`config.mk`:
```
export PLATFORM = sky130hd
export DESIGN_NAME = game_ctrl_flat
export DESIGN_NICKNAME = d
export VERILOG_FILES = /design/src/rtl/game_ctrl_pkg.sv /design/src/rtl/game_ctrl_if.sv /design/src/rtl/game_ctrl_frame_div.sv /design/src/rtl/game_ctrl.sv /design/src/flat_wrapper.sv
export SDC_FILE = /design/constraint.sdc
export NUM_CORES = 1
export LEC_CHECK = 0
export BUFFER_PORTS_ARGS = -buffer_cell sky130_fd_sc_hd__clkbuf_2
export CORE_MARGIN = 3
export CORE_UTILIZATION = 30
export DETAILED_ROUTE_END_ITERATION = 12
export PLACE_DENSITY = 0.55
export SLEW_MARGIN = 20
export SYNTH_ARGS = -nofsm -noshare
export SYNTH_HDL_FRONTEND = slang
export SYNTH_HIERARCHICAL = 1
export SYNTH_SLANG_ARGS = --single-unit
```
`constraint.sdc`:
```
create_clock -name clk -period 3.7 [get_ports clk]
set_input_delay 0.185 -clock clk [delete_from_list [all_inputs] [get_ports clk]]
set_output_delay 0.185 -clock clk [all_outputs]
set_load 0.05 [all_outputs]
```
`src/rtl/game_ctrl_pkg.sv`:
```
// ---------------------------------------------------------------------------
// game_pkg
// Shared definitions for the snake game sequencer and the pixel colour stage.
//   - game_state_e / ST_* : sequencer states (enum for readability, localparam
//                           constants for the legacy-style state register)
//   - CM_*                : colour-mode codes driven to the colour stage
//   - flashToggle()       : next colour while flashing after a game over
// ---------------------------------------------------------------------------
package game_pkg;

  typedef enum logic [1:0] {
    IDLE       = 2'd0,
    PLAY       = 2'd1,
    OVER_FLASH = 2'd2,
    OVER_HOLD  = 2'd3
  } game_state_e;

  localparam logic [1:0] ST_IDLE       = 2'd0;
  localparam logic [1:0] ST_PLAY       = 2'd1;
  localparam logic [1:0] ST_OVER_FLASH = 2'd2;
  localparam logic [1:0] ST_OVER_HOLD  = 2'd3;

  typedef logic [1:0] color_mode_t;

  localparam color_mode_t CM_NORMAL = 2'b00;
  localparam color_mode_t CM_BLACK  = 2'b01;
  localparam color_mode_t CM_RED    = 2'b10;

  // Game-over flash alternates red and black; anything else restarts on red.
  function automatic color_mode_t flashToggle(input color_mode_t cm);
    return (cm == CM_RED) ? CM_BLACK : CM_RED;
  endfunction

endpackage

```
`src/rtl/game_ctrl_if.sv`:
```
// ---------------------------------------------------------------------------
// game_ctrl_if
// Event/status bundle between the game sequencer and the rest of the game.
//   frame_tick  : one-cycle pulse per frame             (to sequencer)
//   start_btn   : debounced start button level          (to sequencer)
//   collision   : one-cycle head collision pulse        (to sequencer)
//   food_eaten  : one-cycle food pulse                  (to sequencer)
//   move_en     : one-cycle snake advance strobe        (from sequencer)
//   game_over   : high while the game-over screen shows (from sequencer)
//   color_mode  : colour-stage mode, see game_pkg CM_*  (from sequencer)
//   score       : saturating food count                 (from sequencer)
// master = the surrounding game logic, slave = the sequencer.
// ---------------------------------------------------------------------------
interface game_ctrl_if
  import game_pkg::*;
#(
  parameter int SCORE_W = 8
) ();

  logic               frame_tick;
  logic               start_btn;
  logic               collision;
  logic               food_eaten;
  logic               move_en;
  logic               game_over;
  color_mode_t        color_mode;
  logic [SCORE_W-1:0] score;

  modport master (
    output frame_tick, start_btn, collision, food_eaten,
    input  move_en, game_over, color_mode, score
  );

  modport slave (
    input  frame_tick, start_btn, collision, food_eaten,
    output move_en, game_over, color_mode, score
  );

endinterface

```
`src/rtl/game_ctrl_frame_div.sv`:
```
// ---------------------------------------------------------------------------
// frame_div
// Programmable frame divider: counts frame ticks and emits a registered
// one-cycle moveEn after every div-th counted tick.
//   clk, rst_n : pixel clock, async active-low reset
//   clear      : synchronous restart of the count (wins over everything)
//   enable     : count ticks only while high
//   suppress   : a wrapping tick in this cycle produces no moveEn
//   frameTick  : frame pulse
//   div        : frames per move, already reflecting any change made this
//                cycle, so a shrinking divider clamps the count immediately
//   moveEn     : registered move strobe
// ---------------------------------------------------------------------------
module frame_div #(
  parameter int DIV_W = 4
) (
  input  logic             clk,
  input  logic             rst_n,
  input  logic             clear,
  input  logic             enable,
  input  logic             suppress,
  input  logic             frameTick,
  input  logic [DIV_W-1:0] div,
  output logic             moveEn
);

  logic [DIV_W-1:0] frameCnt;
  logic             lastFrame;

  // Using >= rather than == keeps the counter safe if the divider has just
  // dropped below the current count in the same cycle as a tick.
  assign lastFrame = (frameCnt >= (div - DIV_W'(1)));

  // Frame counter and move strobe. moveEn defaults low every cycle so it can
  // never be wider than one clock. Without a tick, a count that no longer
  // fits under a reduced divider is cleared.
  always_ff @(posedge clk or negedge rst_n) begin
    if (!rst_n) begin
      frameCnt <= '0;
      moveEn   <= 1'b0;
    end else begin
      moveEn <= 1'b0;
      if (clear) begin
        frameCnt <= '0;
      end else if (enable && frameTick) begin
        if (lastFrame) begin
          frameCnt <= '0;
          moveEn   <= ~suppress;
        end else begin
          frameCnt <= frameCnt + DIV_W'(1);
        end
      end else if (frameCnt >= div) begin
        frameCnt <= '0;
      end
    end
  end

endmodule

```
`src/rtl/game_ctrl.sv`:
```
// ---------------------------------------------------------------------------
// game_ctrl
// Snake game sequencer: IDLE -> PLAY -> OVER_FLASH -> OVER_HOLD -> PLAY ...
// driven by frame ticks, start-button rising edges and collision/food pulses.
// All outputs are registered.
//   clk   : pixel clock
//   rst_n : asynchronous active-low reset
//   bus   : game_ctrl_if.slave (frame_tick, start_btn, collision, food_eaten
//           in; move_en, game_over, color_mode, score out)
// Parameters: MOVE_DIV starting frames/move, MIN_DIV fastest frames/move,
// SPEEDUP_EVERY foods per speed-up, FLASH_FRAMES flash length, FLASH_HALF
// frames per flash colour, SCORE_W score width.
// ---------------------------------------------------------------------------
module game_ctrl
  import game_pkg::*;
#(
  parameter int MOVE_DIV      = 8,
  parameter int MIN_DIV       = 2,
  parameter int SPEEDUP_EVERY = 4,
  parameter int FLASH_FRAMES  = 32,
  parameter int FLASH_HALF    = 8,
  parameter int SCORE_W       = 8
) (
  input logic       clk,
  input logic       rst_n,
  game_ctrl_if.slave bus
);

  localparam int DIV_W   = $clog2(MOVE_DIV + 1);
  localparam int FOOD_W  = $clog2(SPEEDUP_EVERY + 1);
  localparam int FLASH_W = $clog2(FLASH_FRAMES + 1);
  localparam int HALF_W  = $clog2(FLASH_HALF + 1);

  logic [1:0]         state;
  logic               startPrev;
  logic               startRise;
  logic               restart;
  logic               playing;
  logic               playFood;
  logic               lastFood;
  logic [DIV_W-1:0]   div;
  logic [DIV_W-1:0]   divNext;
  logic [FOOD_W-1:0]  foodCnt;
  logic [FLASH_W-1:0] flashCnt;
  logic [HALF_W-1:0]  halfCnt;
  logic [SCORE_W-1:0] score;
  logic               gameOver;
  color_mode_t        colorMode;
  logic               moveEn;

  // Start-button history resets high so a button held through reset has to
  // be released and pressed again before a game starts.
  always_ff @(posedge clk or negedge rst_n) begin
    if (!rst_n) begin
      startPrev <= 1'b1;
    end else begin
      startPrev <= bus.start_btn;
    end
  end

  assign startRise = bus.start_btn & ~startPrev;
  assign restart   = startRise & ((state == ST_IDLE) | (state == ST_OVER_HOLD));
  assign playing   = (state == ST_PLAY);
  assign playFood  = playing & ~bus.collision & bus.food_eaten;
  assign lastFood  = (foodCnt == FOOD_W'(SPEEDUP_EVERY - 1));

  // Next divider value. Computed combinationally so the frame divider can
  // clamp its count in the same edge that the divider shrinks.
  always_comb begin
    divNext = div;
    if (restart) begin
      divNext = DIV_W'(MOVE_DIV);
    end else if (playFood && lastFood && (div > DIV_W'(MIN_DIV))) begin
      divNext = div - DIV_W'(1);
    end
  end

  frame_div #(
    .DIV_W (DIV_W)
  ) u_frameDiv (
    .clk       (clk),
    .rst_n     (rst_n),
    .clear     (restart),
    .enable    (playing),
    .suppress  (bus.collision),
    .frameTick (bus.frame_tick),
    .div       (divNext),
    .moveEn    (moveEn)
  );

  // Sequencer FSM with score, speed-up and flash bookkeeping. A collision in
  // PLAY takes priority over food in the same cycle; start presses are only
  // honoured from IDLE and OVER_HOLD.
  always_ff @(posedge clk or negedge rst_n) begin
    if (!rst_n) begin
      state     <= ST_IDLE;
      div       <= DIV_W'(MOVE_DIV);
      foodCnt   <= '0;
      flashCnt  <= '0;
      halfCnt   <= '0;
      score     <= '0;
      gameOver  <= 1'b0;
      colorMode <= CM_NORMAL;
    end else begin
      div <= divNext;
      case (state)
        ST_IDLE, ST_OVER_HOLD: begin
          if (restart) begin
            state     <= ST_PLAY;
            score     <= '0;
            foodCnt   <= '0;
            gameOver  <= 1'b0;
            colorMode <= CM_NORMAL;
          end
        end
        ST_PLAY: begin
          if (bus.collision) begin
            state     <= ST_OVER_FLASH;
            flashCnt  <= '0;
            halfCnt   <= '0;
            gameOver  <= 1'b1;
            colorMode <= CM_RED;
          end else if (bus.food_eaten) begin
            if (score != {SCORE_W{1'b1}}) begin
              score <= score + SCORE_W'(1);
            end
            foodCnt <= lastFood ? '0 : foodCnt + FOOD_W'(1);
          end
        end
        ST_OVER_FLASH: begin
          if (bus.frame_tick) begin
            flashCnt <= flashCnt + FLASH_W'(1);
            if (halfCnt == HALF_W'(FLASH_HALF - 1)) begin
              halfCnt   <= '0;
              colorMode <= flashToggle(colorMode);
            end else begin
              halfCnt <= halfCnt + HALF_W'(1);
            end
            if (flashCnt == FLASH_W'(FLASH_FRAMES - 1)) begin
              state     <= ST_OVER_HOLD;
              colorMode <= CM_BLACK;
            end
          end
        end
        default: begin
          state <= ST_IDLE;
        end
      endcase
    end
  end

  assign bus.move_en    = moveEn;
  assign bus.game_over  = gameOver;
  assign bus.color_mode = colorMode;
  assign bus.score      = score;

endmodule

```
`src/flat_wrapper.sv`:
```
// flat-port wrapper written by rule: the top's interface ports become plain ports
module game_ctrl_flat import game_pkg::*;
#(
  parameter int MOVE_DIV      = 8,
  parameter int MIN_DIV       = 2,
  parameter int SPEEDUP_EVERY = 4,
  parameter int FLASH_FRAMES  = 32,
  parameter int FLASH_HALF    = 8,
  parameter int SCORE_W       = 8
)
  (clk, rst_n, bus_frame_tick, bus_start_btn, bus_collision, bus_food_eaten, bus_move_en, bus_game_over, bus_color_mode, bus_score);
  game_ctrl_if #(.SCORE_W(SCORE_W)) bus_i ();
  input logic clk;
  input logic rst_n;
  input wire logic [$bits(bus_i.frame_tick)-1:0] bus_frame_tick;
  input wire logic [$bits(bus_i.start_btn)-1:0] bus_start_btn;
  input wire logic [$bits(bus_i.collision)-1:0] bus_collision;
  input wire logic [$bits(bus_i.food_eaten)-1:0] bus_food_eaten;
  output wire logic [$bits(bus_i.move_en)-1:0] bus_move_en;
  output wire logic [$bits(bus_i.game_over)-1:0] bus_game_over;
  output wire logic [$bits(bus_i.color_mode)-1:0] bus_color_mode;
  output wire logic [$bits(bus_i.score)-1:0] bus_score;
  assign bus_i.frame_tick = bus_frame_tick;
  assign bus_i.start_btn = bus_start_btn;
  assign bus_i.collision = bus_collision;
  assign bus_i.food_eaten = bus_food_eaten;
  assign bus_move_en = bus_i.move_en;
  assign bus_game_over = bus_i.game_over;
  assign bus_color_mode = bus_i.color_mode;
  assign bus_score = bus_i.score;
  game_ctrl #(.MOVE_DIV(MOVE_DIV), .MIN_DIV(MIN_DIV), .SPEEDUP_EVERY(SPEEDUP_EVERY), .FLASH_FRAMES(FLASH_FRAMES), .FLASH_HALF(FLASH_HALF), .SCORE_W(SCORE_W)) u_core (.clk(clk), .rst_n(rst_n), .bus(bus_i));
endmodule
```
==> impl_metrics.env <==
export IMPL_synth_top_flop_cell="sky130_fd_sc_hd__dfrtp_1"
export IMPL_cp_slowest_cell="sky130_fd_sc_hd__dfrtp_1"
export IMPL_cells_along_the_critical_path="inv_1, ha_1, and3b_2, o311a_1, nor2_1, a211oi_1, inv_1, ha_1, xnor2_1, ha_1, o21a_1, nor2_1, o21bai_2, o211ai_2"
export IMPL_cts_htree_levels=2
export IMPL_drive_above_1_share_pct=19.3
export IMPL_gp_congestion=0.723
export IMPL_ys_ff_latch=36
export IMPL_cts_sinks=36
export IMPL_insertion_delay_ns=0.29
export IMPL_cts_buffer_depth=2
export IMPL_antenna_found_initial=0
export IMPL_static_leakage_power_nw=1.13
export IMPL_syn_cell_area_mm2=0.00221
export IMPL_antenna_cells=0
export IMPL_drt_drc_violations_left=0
export IMPL_worstSetupEndpointType="register"
export IMPL_global_route_wire_length_before_repair_um=8430
export IMPL_number_of_rows_created_at_floorplan=30
export IMPL_fin_setup_tns_ns=0
export IMPL_min_clock_period_post_route_ns=3.03
export IMPL_tritoncts="done"
export IMPL_pwr_density_cell_mw_per_mm2=699
export IMPL_number_of_setup_buffers_added_after_cts=0
export IMPL_vdd_drop_max_mv=0.151
export IMPL_drv_cap=0
export IMPL_mostFrequentLayoutCell="sky130_fd_sc_hd__dfrtp_1"
export IMPL_cts_root_buffer_cell="sky130_fd_sc_hd__clkbuf_8"
export IMPL_synth_distinct_cells=55
export IMPL_placement_setup_worst_slack_ns=0.686
export IMPL_detailroute_via_count=1704
export IMPL_synth_yosys_seq_area_share_pct=40.8
export IMPL_synthesis_area_per_instance_um2=9.88
export IMPL_ant_nets=0
export IMPL_critical_path_buffers_and_inverters=2
export IMPL_layout_worst_path_cycle_share_pct=82.0
export IMPL_critPathMaxStageDelay_ns=0.38
export IMPL_route_detailed_wl_per_inst_um=13.6
export IMPL_timing_worst_setup_path_type="reg2reg"
export IMPL_routed_wirelength_um=4690
export IMPL_timing_critical_path_required_ns=3.91
export IMPL_final_setup_worst_slack_ns=0.665
export IMPL_final_setup_skew_ns=0.00759
export IMPL_synthesis_yosys_warnings=6
export IMPL_setup_viol_count_final=0
export IMPL_synth_async_sr_flop_share_pct=100
export IMPL_io_buffers=17
export IMPL_dieArea_mm2=0.00844
export IMPL_die_height_um=91.9
export IMPL_floorplan_initialDensity_pct=31.7
export IMPL_synth_edff_count=0
export IMPL_maxSlewViolCount=0
export IMPL_vias_per_cell=4.94
export IMPL_ioPinCount=18
export IMPL_overall_global_routing_usage_pct=12.4
export IMPL_critical_path_most_common_cell="sky130_fd_sc_hd__ha_1"
export IMPL_cp_top_family="compound AO/OA/AOI/OAI gates"
export IMPL_drtPass1Iterations=4
export IMPL_timing_critical_path_arrival_ns=3.25
export IMPL_die_width_um=91.9
export IMPL_slew_of_the_pin_with_the_lowest_slew_margin_ns=0.939
export IMPL_grt_setup_unrepaired="false"
export IMPL_report_final_hold_viol_count=0
export IMPL_maximum_number_of_pins_on_one_net_before_global_route_repair=37
export IMPL_cp_start_kind="register"
export IMPL_layout_common_cells="sky130_fd_sc_hd__dfrtp_1, sky130_fd_sc_hd__inv_1, sky130_fd_sc_hd__nand2_1, sky130_fd_sc_hd__ha_1, sky130_fd_sc_hd__clkbuf_2"
export IMPL_worst_slew_margin_rel_pct=37.4
export IMPL_grt_remaining_overflow=0
export IMPL_syn_num_nets=248
export IMPL_clk_transition_reported_paths_ns=0.07
export IMPL_area_delta_synth_final_pct=13.7
export IMPL_grt_pass1_vias=1710
export IMPL_num_nets_final=272
export IMPL_outcome="completed"
export IMPL_drt_first_iter_violations=74
export IMPL_post_cts_resized=0
export IMPL_achievable_frequency_mhz=330
export IMPL_crit_fanout=5
export IMPL_synthCells=224
export IMPL_core_mm2=0.00698
export IMPL_holdCritPathClass="in2async"
export IMPL_numCtsBuffers=5
export IMPL_dp_final_hpwl_um=3420
==> cell usage after synthesis (2+ instances only) <==
cell                       count  area [um^2]
sky130_fd_sc_hd__nor3_1        3         15.0
sky130_fd_sc_hd__inv_1        23         86.3
sky130_fd_sc_hd__nand4_1       4         25.0
sky130_fd_sc_hd__nor2b_1       4         25.0
sky130_fd_sc_hd__dfrtp_1      34          851
sky130_fd_sc_hd__mux2_2        3         33.8
sky130_fd_sc_hd__nor2_1       12         45.0
sky130_fd_sc_hd__xnor2_1       5         43.8
sky130_fd_sc_hd__o21a_1        3         22.5
sky130_fd_sc_hd__dfstp_2       2         52.6
sky130_fd_sc_hd__and3_1        2         12.5
sky130_fd_sc_hd__or4_1         3         22.5
sky130_fd_sc_hd__and4_1        2         17.5
sky130_fd_sc_hd__and3_2        2         15.0
sky130_fd_sc_hd__o21ai_0       9         45.0
sky130_fd_sc_hd__nand2_1      20         75.1
sky130_fd_sc_hd__ha_1         18          225
sky130_fd_sc_hd__o211ai_1      5         37.5
sky130_fd_sc_hd__a211oi_1      3         22.5
sky130_fd_sc_hd__a21oi_1       8         40.0
sky130_fd_sc_hd__nand3b_1      2         15.0
sky130_fd_sc_hd__mux2i_1       5         50.1
sky130_fd_sc_hd__or2b_2        2         17.5
sky130_fd_sc_hd__nand3_1      10         50.1
sky130_fd_sc_hd__nand2b_1      5         31.3
sky130_fd_sc_hd__o31ai_1       3         22.5
sky130_fd_sc_hd__o221ai_1      3         26.3
sky130_fd_sc_hd__a22o_2        2         20.0
==> area by class of cell <==
| class | count | area (um^2) |
|---|---|---|
| Fill cell | 737 | 4470 |
| Multi-Input combinational cell | 163 | 1210 |
| Sequential cell | 36 | 903 |
| Tap cell | 96 | 120 |
| Timing Repair Buffer | 19 | 103 |
| Clock buffer | 8 | 90.1 |
| Inverter | 23 | 86.3 |
==> power by group <==
part           leakage (nW)  internal (mW)  switching [mW]
Clock                0.0455          0.152           0.146
Combinational         0.611          0.333           0.535
Sequential            0.477          0.494          0.0983
Total                  1.13          0.979           0.779
==> state kept, by name (all words and copies together), names as in the netlist <==
name / count
u_core/bus.score: 8
u_core/state: 2
u_core/bus.color_mode: 2
u_core/startPrev: 1
u_core/bus.game_over: 1
u_core/u_frameDiv/moveEn: 1
u_core/u_frameDiv/frameCnt: 4
u_core/halfCnt: 4
u_core/foodCnt: 3
u_core/div: 4
u_core/flashCnt: 6
==> layer usage <==
metal	track usage, %	share of wire, %	vias up
met5	0	0	-
met4	5.32	1.8	0
met3	3.04	3.4	7
met2	18.9	46	22
met1	16.6	48	815
li1	-	-	860
==> worst reg2reg max path, cell delays in order (launching register included) <==
cell and delay, ns:
sky130_fd_sc_hd__dfrtp_1 0.38, sky130_fd_sc_hd__inv_1 0.08, sky130_fd_sc_hd__ha_1 0.17, sky130_fd_sc_hd__and3b_2 0.24, sky130_fd_sc_hd__o311a_1 0.27, sky130_fd_sc_hd__nor2_1 0.06
sky130_fd_sc_hd__a211oi_1 0.32, sky130_fd_sc_hd__inv_1 0.12, sky130_fd_sc_hd__ha_1 0.21, sky130_fd_sc_hd__xnor2_1 0.15, sky130_fd_sc_hd__ha_1 0.25, sky130_fd_sc_hd__o21a_1 0.18
sky130_fd_sc_hd__nor2_1 0.21, sky130_fd_sc_hd__o21bai_2 0.15, sky130_fd_sc_hd__o211ai_2 0.17
==> what timing repair did <==
| item | 4_1_cts | 5_1_grt |
|---|---|---|
| hold endpoints to repair | 1 | 0 |
| setup endpoints to repair | 0 | 0 |
| hold buffers | 1 | 0 |
==> path summary, 6_finish.rpt <==
kind	start	endpoint	slack (ns)	cells after the start
setup / recovery	u_core/state[1]	u_core/u_frameDiv/frameCnt[3]	0.67	14
max in group asynchronous	rst_n	u_core/bus.game_over	3.09	1
setup reg to reg	u_core/state[1]	u_core/u_frameDiv/frameCnt[3]	0.67	14
hold / removal	rst_n	u_core/bus.score[6]	0.02	1
min in group clk	bus_collision	u_core/u_frameDiv/moveEn	0.22	2
hold reg to reg	u_core/foodCnt[1]	u_core/foodCnt[1]	0.49	2
==> per-stage QoR <==
stage                     total power, mW  util (%)  hold WS [ns]  instances  instance area [um^2]
after floorplan                      1.27         -        -0.111        224                  2210
after global placement               1.46      34.6         0.295        336                  2420
after detailed placement             1.48      34.6         0.300        336                  2420
after CTS                            1.78      36.0        0.0613        345                  2520
after global routing                 1.92      36.0        0.0852        345                  2520
final                                1.76      36.0        0.0241        345                  2520
==> logic make-up after synthesis <==
| kind of cell | Yosys count | synth area share [%] |
|---|---|---|
| flip-flops | 36 | 40.8 |
| multiplexers | 8 | 3.79 |
| adder cells (fa/ha/maj) | 18 | 10.2 |
| AND/OR/NAND/NOR | 81 | 21.0 |
| AO/OA/AOI/OAI | 50 | 17.5 |
| buffers and inverters | 25 | 4.35 |
| XOR/XNOR | 6 | 2.37 |
Note: power is estimated with default switching activity, not from simulation.
